==> src/rtl/dm_port_arbiter.sv <==
// Data-memory port arbiter: shares single-port DM between the MEM stage (cpu)
// and an external loader/debug port (ext). CPU has fixed priority, bounded by
// a starvation counter; ext may lock the port across multi-word bursts.
module dm_port_arbiter #(
    parameter int unsigned ADDR_W     = 16,
    parameter int unsigned DATA_W     = 32,
    parameter int unsigned STARVE_MAX = 4
) (
    input  logic              clk,
    input  logic              rst,
    // CPU (MEM stage) side
    input  logic              cpu_req,
    input  logic [3:0]        cpu_we,
    input  logic [ADDR_W-1:0] cpu_addr,
    input  logic [DATA_W-1:0] cpu_wdata,
    output logic              cpu_gnt,
    output logic              cpu_rvalid,
    output logic [DATA_W-1:0] cpu_rdata,
    // External loader/debug side
    input  logic              ext_req,
    input  logic              ext_lock,
    input  logic [3:0]        ext_we,
    input  logic [ADDR_W-1:0] ext_addr,
    input  logic [DATA_W-1:0] ext_wdata,
    output logic              ext_gnt,
    output logic              ext_rvalid,
    output logic [DATA_W-1:0] ext_rdata,
    // Data memory side
    output logic              mem_cs,
    output logic [3:0]        mem_we,
    output logic [ADDR_W-1:0] mem_addr,
    output logic [DATA_W-1:0] mem_wdata,
    input  logic [DATA_W-1:0] mem_rdata
);

    localparam int unsigned     CntW   = $clog2(STARVE_MAX + 1);
    localparam logic [CntW-1:0] CntMax = CntW'(STARVE_MAX);

    typedef enum logic [0:0] {StArb, StLock} state_e;

    state_e          state_q, state_d;
    logic [CntW-1:0] starve_q, starve_d;
    logic            cpu_rvalid_q, ext_rvalid_q;

    // State register
    always_ff @(posedge clk) begin
        if (rst) begin
            state_q <= StArb;
        end else begin
            state_q <= state_d;
        end
    end

    // Next state: enter LOCK with a locked ext grant, leave once ext_lock drops
    always_comb begin
        state_d = state_q;
        unique case (state_q)
            StArb:   if (ext_gnt && ext_lock) state_d = StLock;
            StLock:  if (!ext_lock) state_d = StArb;
            default: state_d = StArb;
        endcase
    end

    // Grant decode; nothing is granted while reset is held
    always_comb begin
        cpu_gnt = 1'b0;
        ext_gnt = 1'b0;
        if (!rst) begin
            unique case (state_q)
                StArb: begin
                    if (ext_req && (!cpu_req || starve_q == CntMax)) begin
                        ext_gnt = 1'b1;
                    end else begin
                        cpu_gnt = cpu_req;
                    end
                end
                StLock:  ext_gnt = ext_req;
                default: ;
            endcase
        end
    end

    // Starvation count: consecutive ARB cycles in which ext asked and lost
    always_comb begin
        starve_d = '0;
        if (state_q == StArb && ext_req && !ext_gnt) begin
            starve_d = (starve_q == CntMax) ? CntMax : starve_q + CntW'(1);
        end
    end

    // Starvation counter register
    always_ff @(posedge clk) begin
        if (rst) begin
            starve_q <= '0;
        end else begin
            starve_q <= starve_d;
        end
    end

    // Memory port mux: mirrors the granted requester, idle bus is all zero
    always_comb begin
        mem_cs    = cpu_gnt | ext_gnt;
        mem_we    = '0;
        mem_addr  = '0;
        mem_wdata = '0;
        if (cpu_gnt) begin
            mem_we    = cpu_we;
            mem_addr  = cpu_addr;
            mem_wdata = cpu_wdata;
        end else if (ext_gnt) begin
            mem_we    = ext_we;
            mem_addr  = ext_addr;
            mem_wdata = ext_wdata;
        end
    end

    // Read-return tracking: remember which owner issued a read last cycle
    always_ff @(posedge clk) begin
        if (rst) begin
            cpu_rvalid_q <= 1'b0;
            ext_rvalid_q <= 1'b0;
        end else begin
            cpu_rvalid_q <= cpu_gnt && (cpu_we == 4'b0000);
            ext_rvalid_q <= ext_gnt && (ext_we == 4'b0000);
        end
    end

    // Read data routing; returns are suppressed while reset is held
    always_comb begin
        cpu_rvalid = cpu_rvalid_q && !rst;
        ext_rvalid = ext_rvalid_q && !rst;
        cpu_rdata  = cpu_rvalid ? mem_rdata : '0;
        ext_rdata  = ext_rvalid ? mem_rdata : '0;
    end

endmodule

==> config.mk <==
export PLATFORM = sky130hd
export DESIGN_NAME = dm_port_arbiter
export DESIGN_NICKNAME = d
export VERILOG_FILES = /design/src/rtl/dm_port_arbiter.sv
export SDC_FILE = /design/constraint.sdc
export NUM_CORES = 1
export LEC_CHECK = 0
export ABC_AREA = 1
export BUFFER_PORTS_ARGS = -buffer_cell sky130_fd_sc_hd__buf_2
export CAP_MARGIN = 20
export CELL_PAD_IN_SITES_DETAIL_PLACEMENT = 0
export CELL_PAD_IN_SITES_GLOBAL_PLACEMENT = 1
export CORE_ASPECT_RATIO = 1.1
export CORE_MARGIN = 2
export CORE_UTILIZATION = 14
export CTS_CLUSTER_DIAMETER = 50
export DETAILED_ROUTE_END_ITERATION = 16
export GPL_ROUTABILITY_DRIVEN = 0
export PLACE_DENSITY_LB_ADDON = 0.1
export SYNTH_ARGS = -nofsm -noshare
export SYNTH_HDL_FRONTEND = slang
export SYNTH_SLANG_ARGS = --single-unit
==> constraint.sdc <==
create_clock -name clk -period 1.9 [get_ports clk]
set_clock_uncertainty 0.2 [all_clocks]
set_input_delay 0.095 -clock clk [delete_from_list [all_inputs] [get_ports clk]]
set_output_delay 0.095 -clock clk [all_outputs]
set_load 0.05 [all_outputs]
# Yosys cells after proc, flatten, opt, wreduce, memory -nomap -nowiden
# Index checks and enable logic that the tools add are counted.
[totals]
ff_bits = 6
latchBits = 0
mem_bits_rw = 0
mem_bits_ro = 0
inputBits = 141
output_inout_bits = 121
memories = 0
[op_classes]
n_addsub = 1
mul = 0
div_mod_pow = 0
order_cmp = 0
eq_ne = 1
shifts = 0
n_mux = 18
n_bitwise = 3
n_reduce_logical = 16
[ops]
columns = ["operator", "n"]
rows = [
  ["$mux 32", 4],
  ["$mux 16", 2],
  ["$logic_and 1x1->1", 8],
  ["$logic_not 4->1", 2],
  ["$mux 4", 2],
  ["$mux 1", 7],
  ["$pmux 1 s2", 2],
  ["$add 3x1->3 const B", 1],
  ["$eq 3x3->1 const B", 1],
  ["$logic_not 1->1", 3],
  ["$mux 3", 1],
  ["$reduce_or 3->1", 1],
  ["$not 1->1", 2],
  ["$reduce_or 2->1", 1],
  ["$logic_or 1x1->1", 1],
  ["$or 1x1->1", 1],
]

# Logic depth before layout (Yosys ltp)
[depth]
depth_word = 10
ltp_mapped = 8

# Least setup slack after synthesis
# No wires, ideal clock.
[synth_timing]
path_type = "register to output"
start = "register starve_q[0]"
end = "output port mem_addr[1]"
arrival_ps = 1439
slack_ps = 166
path_stages_with_launch = 9
path_buffers = 1
path_cell_list = "dfxtp_1 inv_1 ha_1 nand2_1 nand3_4 nand2_4 buf_4 nand3_1 nand2_1"
[synth_via]
elab_chain_len = 8
word_cells_on_any_way = 11
classes_between = "eq/ne: 1; mux: 8; reduce/logical: 2"
[synth_rtl]
columns = ["element", "line_no", "source"]
rows = [
  ["start: declaration", "42", "logic [CntW-1:0] starve_q, starve_d;"],
  ["start signal: assignment", "96", "starve_q <= starve_d;"],
  ["$eq 3x3->1 *", "71", "if (ext_req && (!cpu_req || starve_q == CntMax)) begin"],
  ["$logic_or 1x1->1 *", "71", ""],
  ["$logic_and 1x1->1 *", "71", ""],
  ["$mux 1", "71", ""],
  ["$pmux 1 s2", "69", "unique case (state_q)"],
  ["$mux 1", "68", "if (!rst) begin"],
  ["$mux 16", "110", "end else if (ext_gnt) begin"],
  ["$mux 16 *", "106", "if (cpu_gnt) begin"],
  ["end: declaration", "31", "output logic [ADDR_W-1:0] mem_addr,"],
]
# Every way passes the cells marked *; elsewhere a longest branch is shown, timed or not.

# Worst setup path in the final report
[layout_timing]
start = "register starve_q[1]"
end = "output port mem_wdata[22]"
[layout_via]
elab_chain_len = 8
word_cells_on_any_way = 11
classes_between = "eq/ne: 1; mux: 8; reduce/logical: 2"
[layout_rtl]
columns = ["element", "line_no", "source"]
rows = [
  ["$eq 3x3->1 *", "71", ""],
  ["$logic_or 1x1->1 *", "71", ""],
  ["$logic_and 1x1->1 *", "71", ""],
  ["$mux 1", "71", ""],
  ["$pmux 1 s2", "69", ""],
  ["$mux 1", "68", ""],
  ["$mux 32", "110", ""],
  ["$mux 32 *", "106", ""],
  ["end: declaration", "32", "output logic [DATA_W-1:0] mem_wdata,"],
]
# Marks and branches as above.

==> impl_metrics.tcl <==
set metrics [dict create \
    status "complete, but fails checks" \
    violations "negative setup slack" \
    syn_area_mm2 0.00155 \
    cts_tree "built" \
    overflow 0 \
    cap_violations 0 \
    grt_usage_pct 13.5 \
    die_area_mm2 0.0119 \
    clockBufferDepth 2 \
    drt_wl_total_um 9190 \
    cp-end-kind "output port" \
    antenna_left 0 \
    path_max_fanout 8 \
    drv_slew 0 \
    fmax_ghz 0.520 \
    hold-worst-slack_ns 0.0168 \
    rr_endpoint "state_q$_SDFF_PP0_" \
    yosysTopAreaCell "nand3_1" \
    antenna_found_initial 1 \
    finalCritPeriodShare_pct 101 \
    die_x_um 104 \
    numCtsBuffers 3 \
    die_h_um 114 \
    seq_area_um2 123 \
    power_density_mw_per_mm2 358 \
    ys_ff_latch 6 \
    grt_max_degree 42 \
    synth_top_area_share_pct 33.7 \
    cp.arrival_ns 1.63 \
    syn_inst 323 \
    placed_area_mm2 0.00306 \
    firstDrtPassIters 4 \
    setup_viol 7 \
    final_core_util_pct 37.0 \
    rrSetupSlack_ns 0.36 \
    hold_viol_final 0 \
    yosysWarnings 0 \
    clk_pin_slew_ns 0.04 \
    syn_avg_cell_area_um2 4.79 \
    final_cell_mix "buf_2, nand3_1, nor2_1" \
    worstRegToRegCells 8 \
    fillers 1219 \
    min_period_ns 1.92 \
    final_nets 736 \
    power_switching_uw 638 \
    ios 262 \
    ys_types 14 \
    final_common_cell "buf_2" \
    rows 40 \
    avgRoutedWirePerCell_um 12.5 \
    ir_worst_vdd_mv 0.147 \
    fin_ws_ns -0.0222 \
    grt_setup_unrepaired "yes" \
    pwr-share-comb_pct 67.3 \
    design.core.area_mm2 0.0109 \
    vias 3090 \
    p_int_uw 800 \
    p_leak_uw 0.00245 \
    worst_pin_slew_ns 0.341 \
    relSlewSlack_pct 77.3 \
    worstPathRequired_ns 1.60 \
    ys_seq_area_share_pct 7.77 \
    grt_pass1_wl_um 13400 \
    clockPowerShare_pct 23.7 \
    criticalPathCategory "register to output port" \
    htree_levels 1 \
    synth_nets 466 \
    drt-initial-drc-count 124 \
    clockRootBuffer "clkbuf_16" \
    min_path_cells 3 \
    synthTopCellsByArea "nand3_1, nor2_1, nand2_1, inv_1, dfxtp_1" \
    hp-class "primary input to register" \
    holdPathEnd "starve_q[1]$_SDFF_PP0_" \
    seq_power_share_pct 9.0 \
    start_kind "register" \
    via_per_inst 4.19 \
    drc 0 \
    multi_input_area_mm2 0.00138 \
    clk_latency_ns 0.23 \
    post-dp-hpwl_um 6790 \
    power_uw 1440 \
    final_area_mm2 0.00402 \
    layout-drive-gt1-share_pct 58.4 \
    area_growth_pct 160 \
    port_buffers 261 \
    diodes 0 \
    grt_pass1_vias 2910 \
    floorplan.initialDensity_pct 14.2 \
    clock-sinks 6 \
    timing.rr.start "starve_q[1]$_SDFF_PP0_" \
    min_from "cpu_req" \
    swShare_pct 44.3 \
]
cells by family after synthesis:
kind of cell | synth area share (%)
flops | 7.77
buf+inv | 19.7
simple gates | 70.4
xor+xnor | 0.566
fa+ha+maj | 1.62
sequential cells by signal, indices dropped and copies added, names as in the netlist:
name / count
starve_q: 3
state_q: 1
ext_rvalid_q: 1
cpu_rvalid_q: 1
synth_stat cells (all sizes together):
library cell / count
nand2: 63
dfxtp: 6
nand3: 105
inv: 43
nor2: 76
buf: 26
nand4: 1
xnor2: 1
ha: 2
layer usage:
layer	GRT usage, %	part of all wire (%)
met1	14.1	35
met2	27.3	55
met3	3.24	9.4
met4	2.97	0.92
met5	0	0.17
worst max path at each step:
stage                                      start       endpoint  slack, ns  cells past startpoint
final                     starve_q[1]$_SDFF_PP0_  mem_wdata[22]      -0.02                      9
after global routing      starve_q[1]$_SDFF_PP0_  mem_wdata[25]      -0.09                      9
after CTS                 starve_q[0]$_SDFF_PP0_   mem_addr[15]      -0.01                      9
after detailed placement  starve_q[0]$_SDFF_PP0_  mem_wdata[16]       0.08                      9
after global placement    starve_q[0]$_SDFF_PP0_  mem_wdata[17]       0.09                      9
after floorplan           starve_q[0]$_SDFF_PP0_    mem_addr[1]       0.17                      8
timing repair:
action | in CTS | in global routing
cloned | 0 | 6
hold buffers | 9 | 0
setup endpoints to repair | 52 | 54
endpoints found under the hold margin | 3 | 0
pin swaps | 1 | 26
buffers inserted | 0 | 1
gates resized for setup | 97 | 91
worst max-delay path: stages, from the launching register on:
cell       delay [ns]
dfxtp_2          0.32
inv_2            0.04
ha_4             0.15
nand2_4          0.06
nand3_4          0.13
nand2_8          0.19
clkbuf_16        0.19
nand3_2          0.06
nand2_2          0.09
buf_8            0.14
final cells by class:
| cell class | instances | area share, % |
|---|---|---|
| Clock buffer | 3 | 1.87 |
| Sequential cell | 6 | 3.05 |
| Multi-Input combinational cell | 249 | 34.3 |
| Inverter | 43 | 4.02 |
| Timing Repair Buffer | 290 | 52.2 |
| Tap cell | 147 | 4.58 |
stage by stage:
step                      std cells  setup TNS (ns)  setup slack, ns
after detailed placement        719               0           0.0843
after global placement          719               0           0.0885
after CTS                       731         -0.0150          -0.0101
after floorplan                 323               0            0.166
after global routing            738           -2.60          -0.0874
final                           738         -0.0609          -0.0222
power groups by stage:
stage | clock network [uW] | logic (uW) | registers, uW
2_1_floorplan | 0 | 453 | 132
3_3_place_gp | 0 | 741 | 131
3_5_place_dp | 0 | 740 | 131
4_1_cts | 343 | 850 | 130
5_1_grt | 356 | 1030 | 130
6_report | 341 | 967 | 130
Power figures use the tool's default switching activity.
